$ cat src/rtl/muldiv_scheduler.sv
// Sequencer between the DX stage and an iterative multdiv unit: accepts one
// mult/div at a time, launches it, waits for the result (or a watchdog
// timeout) and then competes with the MW stage for the regfile write port.
module muldiv_scheduler #(
  parameter int MAX_CYCLES = 40,
  parameter int STATUS_REG = 30,
  parameter int MULT_EXC   = 4,
  parameter int DIV_EXC    = 5
) (
  input  logic        clock,
  input  logic        reset,
  input  logic        issue_valid,
  input  logic        issue_op,
  input  logic [31:0] issue_a,
  input  logic [31:0] issue_b,
  input  logic [4:0]  issue_rd,
  input  logic [4:0]  src_rega,
  input  logic [4:0]  src_regb,
  input  logic        wb_busy,
  output logic [31:0] md_a,
  output logic [31:0] md_b,
  output logic        ctrl_mult,
  output logic        ctrl_div,
  input  logic [31:0] md_result,
  input  logic        md_exception,
  input  logic        md_ready,
  output logic        stall,
  output logic        commit_valid,
  output logic [4:0]  commit_rd,
  output logic [31:0] commit_data
);

  typedef enum logic [1:0] {IDLE, START, BUSY, COMMIT} state_t;

  localparam logic [4:0]  STATUS_IDX = 5'(STATUS_REG);
  localparam logic [31:0] MULT_CODE  = 32'(MULT_EXC);
  localparam logic [31:0] DIV_CODE   = 32'(DIV_EXC);
  localparam logic [5:0]  WD_LAST    = 6'(MAX_CYCLES - 1);

  state_t     state;
  logic       op_q;
  logic [4:0] rd_q;
  logic       exc_q;
  logic [5:0] wd_count;
  logic       raw_hazard;

  // A DX instruction reading the pending destination must wait for the commit
  always_comb begin
    raw_hazard = (rd_q != 5'd0) && ((src_rega == rd_q) || (src_regb == rd_q));
    stall      = (state != IDLE) && (issue_valid || raw_hazard);
  end

  // Write-port request; the MW stage has priority and r0 results are dropped
  always_comb begin
    commit_valid = (state == COMMIT) && !wb_busy && (exc_q || (rd_q != 5'd0));
  end

  // Operation sequencing, operand/result latching and watchdog
  always_ff @(posedge clock or posedge reset) begin
    if (reset) begin
      state       <= IDLE;
      op_q        <= 1'b0;
      rd_q        <= 5'd0;
      exc_q       <= 1'b0;
      wd_count    <= 6'd0;
      md_a        <= 32'd0;
      md_b        <= 32'd0;
      ctrl_mult   <= 1'b0;
      ctrl_div    <= 1'b0;
      commit_rd   <= 5'd0;
      commit_data <= 32'd0;
    end else begin
      ctrl_mult <= 1'b0;
      ctrl_div  <= 1'b0;
      case (state)
        IDLE: begin
          if (issue_valid) begin
            md_a      <= issue_a;
            md_b      <= issue_b;
            op_q      <= issue_op;
            rd_q      <= issue_rd;
            exc_q     <= 1'b0;
            ctrl_mult <= !issue_op;
            ctrl_div  <= issue_op;
            state     <= START;
          end
        end
        START: begin
          wd_count <= 6'd0;
          state    <= BUSY;
        end
        BUSY: begin
          wd_count <= wd_count + 6'd1;
          if (md_ready) begin
            exc_q <= md_exception;
            state <= COMMIT;
            if (md_exception) begin
              commit_rd   <= STATUS_IDX;
              commit_data <= op_q ? DIV_CODE : MULT_CODE;
            end else begin
              commit_rd   <= rd_q;
              commit_data <= md_result;
            end
          end else if (wd_count == WD_LAST) begin
            exc_q       <= 1'b1;
            commit_rd   <= STATUS_IDX;
            commit_data <= op_q ? DIV_CODE : MULT_CODE;
            state       <= COMMIT;
          end
        end
        COMMIT: begin
          if (!wb_busy) begin
            state <= IDLE;
          end
        end
        default: state <= IDLE;
      endcase
    end
  end

endmodule

$ cat config.mk
export PLATFORM = sky130hd
export DESIGN_NAME = muldiv_scheduler
export DESIGN_NICKNAME = d
export VERILOG_FILES = /design/src/rtl/muldiv_scheduler.sv
export SDC_FILE = /design/constraint.sdc
export NUM_CORES = 1
export LEC_CHECK = 0
export BUFFER_PORTS_ARGS = -buffer_cell sky130_fd_sc_hd__buf_2
export CAP_MARGIN = 0
export CORE_MARGIN = 3
export CORE_UTILIZATION = 45
export CTS_CLUSTER_DIAMETER = 30
export DETAILED_ROUTE_END_ITERATION = 8
export PLACE_DENSITY = 0.81
export SLEW_MARGIN = 15
export SYNTH_ARGS = -nofsm -noshare
export SYNTH_HDL_FRONTEND = slang
export SYNTH_SLANG_ARGS = --single-unit
$ cat constraint.sdc
create_clock -name clock -period 6.3 [get_ports clock]
set_input_delay 0.63 -clock clock [delete_from_list [all_inputs] [get_ports clock]]
set_output_delay 0.63 -clock clock [all_outputs]
set_load 0.1 [all_outputs]
==> impl_summary.txt <==
----------------------------------------------------
[Clock tree]
  Number of buffers created by CTS ... 17
  TritonCTS clock tree ... built
  Root buffer cell ... sky130_fd_sc_hd__clkbuf_8
  Post-cts sizing count ... 0
  Postcts setup bufs ... 0
  Clock-pin slew on the worst setup and hold paths ... ~0.060 ns
  Clock insertion delay at the later pin of the skew report ... around 0.50 ns
  Number of clock sinks ... 118
  Maximum clock path buffer count ... 2
  H-tree level count ... 4
  Count of hold buffers inserted by post-cts repair ... 0

[Cells and area]
  Fraction of layout cells with a size suffix above 1 ... 0.534
  Antenna cells ... 0
  Nets ... between 700 and 800
  Layout-stage area growth over the synthesis result ... 36.7%

[Drt]
  Routed WL ... 12100 um
  Number of design-rule violations left by the first detailed-router iteration ... 277
  Iteration count of the initial detailed-routing pass ... 4
  Post-route ant nets ... 0
  Remaining DRCs ... 0
  Via count ... 3848
  Detailed-route wire length per cell ... 16.0 um
  Detail-routed via count per cell ... 5.06

[Yosys]
  Seq cells post-synth ... 118
  Async set or reset register ratio after synthesis ... 1.00
  Netlist Area Pre-Place ... 4850 um^2
  Number of distinct standard cells referenced by the synthesized netlist ... 31
  Largest cells by area after synthesis ... sky130_fd_sc_hd__dfrtp_1, sky130_fd_sc_hd__mux2_2, sky130_fd_sc_hd__o21ai_0, sky130_fd_sc_hd__nand2_1, sky130_fd_sc_hd__xor2_1
  Mean area per synthesized cell ... 12.4 um^2
  Number of enable flip-flop cells after synthesis ... 0
  Post-synthesis cell type with the largest combined area ... sky130_fd_sc_hd__dfrtp_1
  Post-synthesis sequential area ratio ... 0.608
  Share of Yosys cell area claimed by the top area cell type ... 0.608
  Syn. warnings ... 0
  Mapped Cells ... 390
  Net Count, Synth ... between 500 and 600
  Dominant register cell in the synthesized netlist ... sky130_fd_sc_hd__dfrtp_1

[Hold path]
  Worst min path class ... in2async

[Die]
  X dimension of the die ... between 100 and 150 um
  Row count ... 37
  Starting density of the core ... 0.466
  Number of I/O pins ... 223
  Height of the die ... between 100 and 150 um
  Core Footprint ... 10400 um^2
  Die area ... ~12000 um^2

[GRT]
  Wire length of the first global-routing pass ... 18500 um
  Vias in the first global route ... 3802
  Overflow left after global routing ... 0
  Maximum number of pins on one net before global-route repair ... 80
  Global router's overall resource usage ... 0.199
  Antenna violations before repair ... 0

[Setup path]
  Number of cells traversed by the worst register-to-register path ... 5
  Library cell contributing the largest single delay on the critical path ... sky130_fd_sc_hd__dfrtp_1
  Worst Path Arrival ... roughly 2.2 ns
  Register-to-register setup slack ... 4.01 ns
  Crit path required time ... 5.67 ns
  Critical Path End Type ... output port
  Critical register-to-register path endpoint ... commit_data[0]
  Largest stage delay on the critical path ... ~0.46 ns
  Crit Reg-Reg Startpoint ... wd_count[0]
  Worst Path Class, Setup ... reg2out
  Top fanout value on the critical path ... 5
  Ordered list of cells on the worst path ... xor2_1, nor3_1, a41oi_1, a21oi_1, buf_2
  Setup crit start kind ... flip-flop

[Place]
  Weighted congestion reported at the end of routability-driven placement ... 0.713
  # port buffers ... approximately 220
  Post-DP HPWL ... 8830 um

[STA]
  Sum of negative setup slack ... 0 ns
  Fmax ... 0.350 GHz
  Tcrit/Tclk final ... 0.454
  Number of hold violations in the final report ... 0
  Max-Slew Margin vs Limit ... 0.335
  Skew final ... between 0.003 and 0.004 ns
  Final setup viols ... 0
  Setup repair after global routing missed its margin ... false
  Final critical delay including setup and external delays ... around 2.9 ns
  Final slew viol count ... 0
  Worst-Margin Slew ... 0.996 ns

[Outcome]
  Result of the run ... finished clean

[Flow run]
  Number of max-cap violations ... 0

----------------------------------------------------
[how the worst max path moves through the flow]
stage | start | endpoint | cells past startpoint
after floorplan | reset | commit_data[0] | 1
after global placement | md_ready | commit_data[0] | 5
after detailed placement | md_ready | commit_data[0] | 5
after CTS | rd_q[2] | stall | 5
after global routing | rd_q[2] | stall | 5
final | rd_q[2] | stall | 5
[cells in the mapped netlist (all sizes together) (3+ instances only)]
master,count
ha,4
nand2,35
clkbuf,8
xnor2,4
nor3,3
nor2,6
nand3,4
inv,7
nor2b,9
mux2,72
buf,16
dfrtp,118
o21ai,79
a21oi,3
xor2,7
[per-layer routing]
metal | up-vias | wire length [um] | global-route usage
li1 | 1794 | - | -
met1 | 1865 | 4820 | 0.250
met2 | 176 | 6200 | 0.324
met3 | 13 | 984 | 0.0664
met4 | 0 | 140 | 0.0614
met5 | - | 0 | 0
[cells in the final DEF, fill, tap and decap left out, types with 6 or more instances in the layout]
cell	count
sky130_fd_sc_hd__clkbuf_16	16
sky130_fd_sc_hd__nor2_1	6
sky130_fd_sc_hd__buf_2	222
sky130_fd_sc_hd__nand2_1	34
sky130_fd_sc_hd__dfrtp_1	118
sky130_fd_sc_hd__mux2_2	71
sky130_fd_sc_hd__inv_1	6
sky130_fd_sc_hd__nor2b_1	8
sky130_fd_sc_hd__o21ai_1	6
sky130_fd_sc_hd__o21ai_0	73
sky130_fd_sc_hd__xor2_1	7
[area by class of cell]
type	count	area [um^2]
Clock inverter	12	154
Timing Repair Buffer	226	1140
Clock buffer	20	435
Fill cell	839	3780
Multi-Input combinational cell	241	1750
Inverter	7	28.8
Sequential cell	118	2950
Tap cell	136	170
[logic make-up (layout without fill, tap and decap cells)]
| family | after synthesis | after routing | share of synthesized area |
|---|---|---|---|
| muxes | 74 | 74 | 0.172 |
| AOI/OAI and AO/OA | 88 | 88 | 0.0969 |
| and+or+nand+nor | 64 | 64 | 0.0601 |
| DFF | 118 | 118 | 0.608 |
| buffers and inverters | 31 | 265 | 0.0325 |
| adders and majority gates | 4 | 4 | 0.0103 |
| xor gates and xnor gates | 11 | 11 | 0.0198 |
[critical path: cells and delay by family (launching register included)]
kind                   cells  cell delay [ns]
AO/OA/AOI/OAI              2             0.34
XOR/XNOR                   1             0.20
buffers and inverters      1             0.46
flip-flops                 1             0.46
AND/OR/NAND/NOR            1             0.27
[state kept, by name, summed over array words and instances (netlist names)]
signal	cells
state	2
ctrl_div	1
exc_q	1
commit_rd	5
wd_count	6
ctrl_mult	1
rd_q	5
commit_data	32
md_a	32
md_b	32
op_q	1
[per-stage QoR]
step | hold WS (ns) | cells | utilization | setup slack [ns] | instance area, um^2
after floorplan | 0.445 | 390 | - | 2.54 | 4850
after global placement | 0.460 | 728 | 0.580 | 3.62 | 6040
after detailed placement | 0.487 | 728 | 0.580 | 3.55 | 6040
after CTS | 0.157 | 760 | 0.637 | 3.44 | 6630
after global routing | 0.162 | 760 | 0.637 | 3.35 | 6630
final | 0.156 | 760 | 0.637 | 3.44 | 6630
Power is not shown: default switching activity piles up to over one toggle a cycle in this logic, so the estimate is an artifact.
